==> src/rtl/chip_dma_slot_arbiter_pkg.sv <==
// chip_dma_pkg: slot owner codes, fixed-slot positions, DMACON bit indices and lowres plane order
package chip_dma_pkg;
  typedef enum logic [3:0] {
    OWN_FREE = 4'd0, OWN_REF = 4'd1, OWN_DSK = 4'd2, OWN_AUD = 4'd3, OWN_SPR = 4'd4,
    OWN_BPL = 4'd5, OWN_COP = 4'd6, OWN_BLT = 4'd7, OWN_CPU = 4'd8
  } owner_e;
  localparam int LINE_LEN = 227;
  localparam int NASTY_MAX = 3;
  localparam logic [7:0] HP_LAST = 8'(LINE_LEN - 1);
  localparam logic [7:0] HP_REF_LAST = 8'h07;
  localparam logic [7:0] HP_DSK_FIRST = 8'h09;
  localparam logic [7:0] HP_DSK_LAST = 8'h0D;
  localparam logic [7:0] HP_AUD_FIRST = 8'h0F;
  localparam logic [7:0] HP_AUD_LAST = 8'h15;
  localparam logic [7:0] HP_SPR_FIRST = 8'h17;
  localparam logic [7:0] HP_SPR_LAST = 8'h35;
  localparam int DMAEN_B = 9;
  localparam int BPLEN_B = 8;
  localparam int COPEN_B = 7;
  localparam int BLTEN_B = 6;
  localparam int SPREN_B = 5;
  localparam int DSKEN_B = 4;
  // Plane number fetched at each offset of an 8-slot unit, offset 0 in the low bits; 0 = no fetch
  localparam logic [23:0] PLANE_ORDER = {3'd1, 3'd5, 3'd3, 3'd0, 3'd2, 3'd6, 3'd4, 3'd0};
  function automatic logic [2:0] plane_of(input logic [2:0] off);
    return PLANE_ORDER[int'(off) * 3 +: 3];
  endfunction
endpackage

==> src/rtl/chip_dma_slot_arbiter_bpl_fetch_window.sv <==
// bpl_fetch_window: decides whether a slot is a bitplane fetch and which plane
//   i_hpos slot being decoded, i_ddfstrt/i_ddfstop fetch window, i_bpu depth, i_en DMAEN&BPLEN
//   o_take slot is a bitplane fetch, o_ix plane number minus one
import chip_dma_pkg::*;
module bpl_fetch_window (
  input  logic [7:0] i_hpos,
  input  logic [7:0] i_ddfstrt,
  input  logic [7:0] i_ddfstop,
  input  logic [2:0] i_bpu,
  input  logic       i_en,
  output logic       o_take,
  output logic [2:0] o_ix
);
  logic [7:0] w_strt;
  logic [8:0] w_end;
  logic       w_in;
  logic [2:0] w_off;
  logic [2:0] w_plane;
  logic [2:0] w_depth;
  assign w_strt = {i_ddfstrt[7:1], 1'b0};
  assign w_end = {1'b0, i_ddfstop} + 9'd8;
  // A stop before the start leaves the window empty
  assign w_in = i_ddfstop >= w_strt && i_hpos >= w_strt && {1'b0, i_hpos} < w_end;
  assign w_off = 3'(i_hpos - w_strt);
  assign w_plane = plane_of(w_off);
  assign w_depth = (i_bpu == 3'd7) ? 3'd6 : i_bpu;
  assign o_take = i_en && w_in && w_plane != 3'd0 && w_plane <= w_depth;
  assign o_ix = w_plane - 3'd1;
endmodule

==> src/rtl/chip_dma_slot_arbiter.sv <==
// chip_dma_slot_arbiter: horizontal slot counter granting each chip-bus slot to one owner
//   i_cck clock, i_rst sync reset, i_dmacon enables, i_bltpri blitter-nasty,
//   i_ddfstrt/i_ddfstop/i_bpu bitplane fetch, i_*_req requests;
//   o_hpos slot, o_owner/o_owner_ix slot owner, o_*_gnt grant pulses, o_line_stb last slot
import chip_dma_pkg::*;
module chip_dma_slot_arbiter (
  input  logic        i_cck,
  input  logic        i_rst,
  input  logic [10:0] i_dmacon,
  input  logic        i_bltpri,
  input  logic [7:0]  i_ddfstrt,
  input  logic [7:0]  i_ddfstop,
  input  logic [2:0]  i_bpu,
  input  logic        i_dsk_req,
  input  logic [3:0]  i_aud_req,
  input  logic        i_cop_req,
  input  logic        i_blt_req,
  input  logic        i_cpu_req,
  output logic [7:0]  o_hpos,
  output logic [3:0]  o_owner,
  output logic [2:0]  o_owner_ix,
  output logic        o_cpu_gnt,
  output logic        o_blt_gnt,
  output logic        o_cop_gnt,
  output logic        o_line_stb
);
  logic [7:0] r_hpos;
  owner_e     r_owner;
  logic [2:0] r_ix;
  logic       r_cpu_gnt, r_blt_gnt, r_cop_gnt, r_line_stb;
  logic [1:0] r_nasty;
  logic [7:0] w_nh;
  logic       w_dma, w_ref, w_dsk, w_aud, w_spr, w_cop, w_blt, w_force, w_bpl;
  logic [1:0] w_aud_x;
  logic [2:0] w_spr_n, w_bpl_ix, w_ix;
  logic [1:0] w_nasty;
  owner_e     w_owner;
  // Everything is decoded for the slot about to be shown, so outputs line up with o_hpos
  assign w_nh = (r_hpos == HP_LAST) ? 8'd0 : r_hpos + 8'd1;
  assign w_dma = i_dmacon[DMAEN_B];
  assign w_ref = w_nh[0] && w_nh <= HP_REF_LAST;
  assign w_dsk = w_nh[0] && w_nh >= HP_DSK_FIRST && w_nh <= HP_DSK_LAST &&
                 w_dma && i_dmacon[DSKEN_B] && i_dsk_req;
  assign w_aud_x = 2'((w_nh - HP_AUD_FIRST) >> 1);
  assign w_aud = w_nh[0] && w_nh >= HP_AUD_FIRST && w_nh <= HP_AUD_LAST &&
                 w_dma && i_dmacon[w_aud_x] && i_aud_req[w_aud_x];
  assign w_spr_n = 3'((w_nh - HP_SPR_FIRST) >> 2);
  assign w_spr = w_nh[0] && w_nh >= HP_SPR_FIRST && w_nh <= HP_SPR_LAST && w_dma && i_dmacon[SPREN_B];
  assign w_cop = !w_nh[0] && w_dma && i_dmacon[COPEN_B] && i_cop_req;
  assign w_blt = w_dma && i_dmacon[BLTEN_B] && i_blt_req;
  // After NASTY_MAX stolen slots the waiting CPU gets the next free one
  assign w_force = !i_bltpri && r_nasty == 2'(NASTY_MAX) && i_cpu_req;
  bpl_fetch_window u_bpl (
    .i_hpos(w_nh), .i_ddfstrt(i_ddfstrt), .i_ddfstop(i_ddfstop), .i_bpu(i_bpu),
    .i_en(w_dma && i_dmacon[BPLEN_B]), .o_take(w_bpl), .o_ix(w_bpl_ix)
  );
  assign w_owner = w_ref ? OWN_REF : w_dsk ? OWN_DSK : w_aud ? OWN_AUD : w_bpl ? OWN_BPL :
                   w_spr ? OWN_SPR : w_cop ? OWN_COP : (w_blt && !w_force) ? OWN_BLT :
                   i_cpu_req ? OWN_CPU : OWN_FREE;
  assign w_ix = (w_owner == OWN_AUD) ? {1'b0, w_aud_x} : (w_owner == OWN_BPL) ? w_bpl_ix :
                (w_owner == OWN_SPR) ? w_spr_n : 3'd0;
  assign w_nasty = (i_bltpri || w_owner == OWN_CPU) ? 2'd0 :
                   (w_owner == OWN_BLT && i_cpu_req) ? r_nasty + 2'd1 : r_nasty;
  always_ff @(posedge i_cck) begin
    if (i_rst) begin
      r_hpos <= 8'd0;
      r_owner <= OWN_FREE;
      r_ix <= 3'd0;
      r_cpu_gnt <= 1'b0;
      r_blt_gnt <= 1'b0;
      r_cop_gnt <= 1'b0;
      r_line_stb <= 1'b0;
      r_nasty <= 2'd0;
    end else begin
      r_hpos <= w_nh;
      r_owner <= w_owner;
      r_ix <= w_ix;
      r_cpu_gnt <= w_owner == OWN_CPU;
      r_blt_gnt <= w_owner == OWN_BLT;
      r_cop_gnt <= w_owner == OWN_COP;
      r_line_stb <= w_nh == HP_LAST;
      r_nasty <= w_nasty;
    end
  end
  assign o_hpos = r_hpos;
  assign o_owner = r_owner;
  assign o_owner_ix = r_ix;
  assign o_cpu_gnt = r_cpu_gnt;
  assign o_blt_gnt = r_blt_gnt;
  assign o_cop_gnt = r_cop_gnt;
  assign o_line_stb = r_line_stb;
endmodule

==> config.mk <==
export PLATFORM = sky130hd
export DESIGN_NAME = chip_dma_slot_arbiter
export DESIGN_NICKNAME = d
export VERILOG_FILES = /design/src/rtl/chip_dma_slot_arbiter_pkg.sv /design/src/rtl/chip_dma_slot_arbiter_bpl_fetch_window.sv /design/src/rtl/chip_dma_slot_arbiter.sv
export SDC_FILE = /design/constraint.sdc
export NUM_CORES = 1
export LEC_CHECK = 0
export CORE_MARGIN = 2
export CORE_UTILIZATION = 35
export DETAILED_ROUTE_END_ITERATION = 10
export PLACE_DENSITY_LB_ADDON = 0.3
export RECOVER_POWER = 50
export SLEW_MARGIN = 20
export SYNTH_ARGS = -nofsm -noshare
export SYNTH_HDL_FRONTEND = slang
export SYNTH_SLANG_ARGS = --single-unit
==> constraint.sdc <==
create_clock -name i_cck -period 5.6 [get_ports i_cck]
set_input_delay 1.12 -clock i_cck [delete_from_list [all_inputs] [get_ports i_cck]]
set_output_delay 1.12 -clock i_cck [all_outputs]
set_load 0.01 [all_outputs]
==> impl_results.md, run 1 <==
* Status: finished clean
* Syn avg cell area at 8.008 µm²
* Row count at 28
* Worst EP required at between 5000 and 6000 ps
* Period minus WS final at 4896 ps
* Lkg Pwr at 1.281 nW
* FF+latch count, synth at 21
* Initial antenna violation count at 0
* Hold Vio Cnt, Final at 0
* Internal power at 0.2843 mW
* Post-CTS Setup Repair Bufs at 0
* Initial core utilization at 0.3559
* Crit. End Element: flip-flop
* Vias in the first global route at just under 2000
* Net Count, Synth at 334
* Area delta synth->final at 33.29%
* Routed wire length at between 5000 and 6000 µm
* Post-DP HPWL at 4236 µm
* EDFF count, synth at 0
* Register area share after synthesis at 0.2019
* Layout cells sized above 1 at 0.05660
* Final setup violation count at 0
* Switching Share at 0.3259
* Max Slew Vio Count at 0
* Fin Hold WS at between 500 and 600 ps
* Setup TNS at 0 ps
* IR drop worst, VDD at 0.07430 mV
* Vias at 2026
* Die area at about 6600 µm²
* Dominant synthesized flop cell: dfxtp_1
* Post-cts gate resize count at 0
* Min-Delay Path Class: flip-flop to flip-flop
* Core box area at 5851 µm²
* RSZ-0062 raised after global routing: false
* Input/output buffers at 57
* Switch Pwr at between 0.1 and 0.15 mW
* Clk slew on worst S/H paths at 80 ps
* CTS tree: built
* Nets at 393
* Via density per instance at 5.155
* # IOs at 60
* Clock sink count at 21
* First-pass GRT wire length at ~8600 µm
* TritonCTS Buffers at 3
* Power share of the combinational group at 0.381
* Crit share post-route at 0.8742
* Synthesized cell area at between 2000 and 2500 µm²
* Clock skew at 7.719 ps
* Final ANT Viol Nets at 0
* Crit Path Category: flip-flop to flip-flop
* WL met3 at 201 µm
* Fillers at 574
* Global route overflow at 0
* Routability cong. at approximately 0.8
* Largest net degree at the start of global routing at 17
* Tot GR Track Use at 0.1629
* Clk pwr share at 0.243
* Die height at approximately 81 µm
* Ys Warns at 0
* Die X at 81.13 µm
* Metal1 wirelength at 2403 µm
* PwrDens at 152.0 nW/µm²
* Ant. Diodes at 0
* Crit path max fanout at 8
* H-Tree Depth at 1
* Metal2 WL at roughly 2400 µm
* Slew @ Worst Pin at 724.4 ps
* MaxCap Viol Count at 0
* DRT Pass-1 Iters at 4
* CTS root buf: clkbuf_8
* Async set or reset register ratio after synthesis at 0
* DRC errors left at 0
* CP arrival at 5090 ps
* Hold-fix buffers, CTS at 0
* Top routing layer used: met4
* CP Launch Type: flip-flop
* Worst-skew pair later-pin latency at 270 ps
* Sequential power share at 0.375
* Maximum root-to-sink buffer count at 2
* Cell variety after synth at 59
* Initial DRC Count at 94
* WL/cell at 12.80 µm
* Max Freq at 204.3 MHz
* Mapped Cells at 260
* Worst slew margin at 0.5154
[worst max-delay path, stage by stage (launching register included)]
cell and delay (ps):
dfxtp_1 420, inv_1 190, ha_1 170, nor4b_4 310
nand2_1 220, nand2_1 160, inv_1 90, ha_1 300
xor2_1 300, nor2_1 70, a21oi_1 220, ha_1 290
nor2b_1 130, o21ai_0 130, a32oi_1 100, nor4_1 250
o211ai_1 240, o311a_1 170, a211o_1 310, or4_4 510
a311oi_2 230
[metal layers]
metal | GRT usage | vias up
met5 | 0 | -
met2 | 0.2868 | 40
met4 | 0.03390 | 0
met3 | 0.02667 | 7
li1 | - | 1061
met1 | 0.2089 | 918
[stage by stage]
step           cells  power, mW  setup slack (ps)  instance area [µm²]    util
4_1_cts          393     0.4254             664.8                 2775  0.4743
5_1_grt          393     0.4557             150.3                 2775  0.4743
3_5_place_dp     389     0.3235             562.9                 2729  0.4664
2_1_floorplan    260     0.2624              1360                 2082       -
3_3_place_gp     389     0.3199             669.1                 2729  0.4664
6_report         393     0.4217             704.4                 2775  0.4743
[power groups by stage]
stage	Clock (mW)	Combinational, mW	Sequential [mW]
6_report	0.103	0.161	0.158
4_1_cts	0.105	0.162	0.158
2_1_floorplan	0	0.101	0.161
3_5_place_dp	0	0.162	0.162
5_1_grt	0.111	0.186	0.159
3_3_place_gp	0	0.158	0.162
[final timing paths]
path / from / endpoint / slack, ps / cells after the start
worst max-delay path: o_hpos[0]$_SDFF_PP0_ / r_nasty[0]$_SDFFE_PP0P_ / 700 / 20
worst min-delay path: r_nasty[1]$_SDFFE_PP0P_ / r_nasty[1]$_SDFFE_PP0P_ / 520 / 2
worst max register to register: o_hpos[0]$_SDFF_PP0_ / r_nasty[0]$_SDFFE_PP0P_ / 700 / 20
worst min register to register: r_nasty[1]$_SDFFE_PP0P_ / r_nasty[1]$_SDFFE_PP0P_ / 520 / 2
[cells in the final DEF (no fill, tap or decap), types with 6 or more instances in the layout]
| cell | count |
|---|---|
| nor2_1 | 24 |
| clkdlybuf4s50_1 | 44 |
| nand3_1 | 10 |
| nand2_1 | 20 |
| dfxtp_1 | 21 |
| inv_1 | 23 |
| dlygate4sd3_1 | 13 |
| nor2b_1 | 7 |
| o21ai_0 | 11 |
| and2_1 | 6 |
| xnor2_1 | 8 |
| ha_1 | 33 |
| a21oi_1 | 10 |
[cell type report]
class	instances	area [µm²]	area share
inverters	25	95.09	0.03427
clock buffers	3	41.29	0.01488
repair buffers	58	578.1	0.2083
flip-flops and latches	21	420.4	0.1515
clock inverters	1	5.005	0.001803
well taps	75	93.84	0.03381
multi-input cells	210	1541	0.5555
[sequential cells by signal, summed over array words and instances, names as in the netlist]
name,cells
o_cpu_gnt,1
o_owner,4
o_blt_gnt,1
o_cop_gnt,1
o_line_stb,1
o_hpos,8
o_owner_ix,3
r_nasty,2
[cell usage after synthesis, drive strengths merged (2+ instances only)]
master    n  share of area
a31oi     4          0.012
a21oi    10          0.024
a311oi    2          0.011
mux2i     2         0.0096
nand2    20          0.036
xor2      5          0.021
nand3    11          0.032
o21ai    11          0.026
dfxtp    21           0.20
nor3      5          0.014
nand2b    4          0.012
o211ai    4          0.014
buf       3          0.010
and3      5          0.015
nand4     5          0.015
mux2      2          0.011
nor2     24          0.043
xnor2     8          0.034
o211a     2         0.0096
a32oi     2         0.0084
nor4b     2          0.016
a2111oi   2         0.0084
nor2b     7          0.021
and2      6          0.018
inv      24          0.043
a211o     2         0.0084
nand3b    2         0.0072
nor4      3         0.0090
ha       33           0.20
or3       2         0.0060
or4       3          0.013
or2       3         0.0090
a21o      2         0.0072
[kinds of logic (layout without fill, tap and decap cells)]
family                   count (synthesis)  in the layout  synth area share
AO/OA/AOI/OAI                           53             53            0.1803
XOR/XNOR                                13             13           0.05469
adder cells (fa/ha/maj)                 33             33            0.1983
buffers and inverters                   29             87           0.05769
flip-flops                              21             21            0.2019
multiplexers                             4              4           0.02043
AND/OR/NAND/NOR                        107            107            0.2867
No activity file was read; power rests on OpenSTA's default activity.
==> run 2, diff against run 1 <==
CTS_CLUSTER_SIZE = 28   (was default)
==> results of run 2 <==
The final DEF is identical to that of run 1; final timing and power are the same.
==> run 3, diff against run 2 <==
==> constraint.sdc (replaced) <==
create_clock -name i_cck -period 5.6 [get_ports i_cck]
set_input_delay 0.84 -clock i_cck [delete_from_list [all_inputs] [get_ports i_cck]]
set_output_delay 0.84 -clock i_cck [all_outputs]
set_load 0.01 [all_outputs]
==> impl_results.md, run 3 (same netlist as run 1, synthesis figures left out) <==
* Status: finished clean
* Clock skew at roughly 1.2 ps
* Largest net degree at the start of global routing at 17
* Sequential Area at 420.4 µm²
* Lkg Pwr at 1.277 nW
* CTS tree: built
* Maximum root-to-sink buffer count at 2
* Crit. End Element: flip-flop
* Max Freq at 204.8 MHz
* Nets at 393
* Sequential power share at 0.377
* Routed wire length at a little over 5000 µm
* Final std cells w/o fill at 393
* Crit Path Category: flip-flop to flip-flop
* Post-cts gate resize count at 0
* # IOs at 60
* Footprint of the multi-input gates at 1541 µm²
* CP arrival at 5060 ps
* Most common cell after layout, fill and taps aside: clkdlybuf4s50_1
* Reg2reg setup slack at 720 ps
* Power share of the combinational group at 0.386
* Crit share post-route at 0.8718
* Post-placement cell area at 2729 µm²
* Initial DRC Count at 164
* Die X at 81.13 µm
* Global route overflow at 0
* Die area at between 6000 and 7000 µm²
* Final instance area at roughly 2800 µm²
* Clk slew on worst S/H paths at 70 ps
* Final ANT Viol Nets at 0
* MaxCap Viol Count at 0
* Clk pwr share at 0.237
* WL/cell at 13.13 µm
* Slew @ Worst Pin at 825.6 ps
* Post-DP HPWL at around 4300 µm
* CTS root buf: clkbuf_8
* Hold Vio Cnt, Final at 0
* Vias in the first global route at between 2000 and 2500
* CP Launch Type: flip-flop
* Cells after DPL at 389
* Worst EP required at slightly below 6000 ps
* Clock sink count at 21
* Input/output buffers at 57
* IR drop worst, VDD at 0.06023 mV
* Layout cells sized above 1 at 0.05346
* Vias at 2053
* Period minus WS final at 4882 ps
* DRC errors left at 0
* DRT Pass-1 Iters at 4
* Worst-skew pair later-pin latency at ~260 ps
* Max FFs per register at 8
* PwrDens at between 150 and 200 nW/µm²
* Core box area at 5851 µm²
* Setup TNS at 0 ps
* Die height at 81.13 µm
* Fillers at 577
* Switching Share at 0.3201
* Switch Pwr at 0.1343 mW
* Crit path max fanout at 8
* Tot GR Track Use at 0.1698
* Initial core utilization at 0.3559
* Internal power at roughly 0.29 mW
* Initial antenna violation count at 0
* Ant. Diodes at 0
* Min-Delay Path Class: flip-flop to flip-flop
* First-pass GRT wire length at 8963 µm
* RSZ-0062 raised after global routing: false
* Post-CTS Setup Repair Bufs at 0
* Area delta synth->final at 33.23%
* Via density per instance at 5.224
* TritonCTS Buffers at 3
* Final setup violation count at 0
* Hold-fix buffers, CTS at 0
* Routability cong. at around 0.8
* Worst slew margin at 0.4484
* Max Slew Vio Count at 0
* Commonest non-fill, non-tap cells in the layout: clkdlybuf4s50_1, ha_1, nor2_1, inv_1, dfxtp_1
* Row count at 28
* H-Tree Depth at 1
-- run 3: cell types whose count changed in the layout (fill, tap and decap cells not counted) --
cell      before  now
clkbuf_1       0    1
and2_0         0    1
and2_1         6    5
clkinv_2       2    1
-- run 3: cell type report --
type / instances / share of cell area
repair buffers: 58 / 0.2084
multi-input cells: 210 / 0.5557
well taps: 75 / 0.03383
inverters: 25 / 0.03428
clock buffers: 4 / 0.01624
flip-flops and latches: 21 / 0.1516
-- run 3: power by group through the flow --
stage	clock network (mW)	registers, mW	logic (mW)
2_1_floorplan	0	0.161	0.101
3_3_place_gp	0	0.162	0.158
3_5_place_dp	0	0.162	0.163
4_1_cts	0.102	0.158	0.164
5_1_grt	0.110	0.159	0.186
6_report	0.0993	0.158	0.162
-- run 3: worst paths after layout --
| kind | start | to | cells after the start |
|---|---|---|---|
| worst max-delay path | o_hpos[0]$_SDFF_PP0_ | o_owner_ix[1]$_SDFF_PP0_ | 18 |
| worst min-delay path | r_nasty[1]$_SDFFE_PP0P_ | r_nasty[1]$_SDFFE_PP0P_ | 2 |
| worst max register to register | o_hpos[0]$_SDFF_PP0_ | o_owner_ix[1]$_SDFF_PP0_ | 18 |
| worst min register to register | r_nasty[1]$_SDFFE_PP0P_ | r_nasty[1]$_SDFFE_PP0P_ | 2 |
-- run 3: critical path, cell delays in order, from the launching register on --
cell      delay, ps
dfxtp_1         420
inv_1           180
ha_1            170
nor4b_4         280
nand2_1         210
nand2_1         180
inv_1            90
ha_1            300
xor2_1          280
mux2_2          380
ha_1            300
o21ai_0          80
a32oi_1         210
nor4_1           80
o211ai_1        200
nor3b_1         730
a21oi_1         200
or4_1           420
o21ai_0          90
-- run 3: stage by stage --
| stage | utilization | power, mW | setup slack, ps | hold WS (ps) |
|---|---|---|---|---|
| floorplan | - | 0.2624 | 1360 | 465.6 |
| global placement | 0.4664 | 0.3194 | 838.7 | 481.4 |
| detailed placement | 0.4664 | 0.3253 | 722.6 | 505.1 |
| CTS | 0.4741 | 0.4248 | 713.8 | 509.2 |
| global route | 0.4741 | 0.4546 | 272.6 | 541.4 |
| finish | 0.4741 | 0.4196 | 718.0 | 508.7 |
-- run 3: layer usage --
layer	wire length [µm]	part of all wire	vias up	GRT usage
met5	0	0	-	0
li1	-	-	1067	-
met4	78	0.015	0	0.03390
met1	2426	0.47	933	0.2155
met2	2435	0.47	45	0.3017
met3	221	0.043	8	0.02889
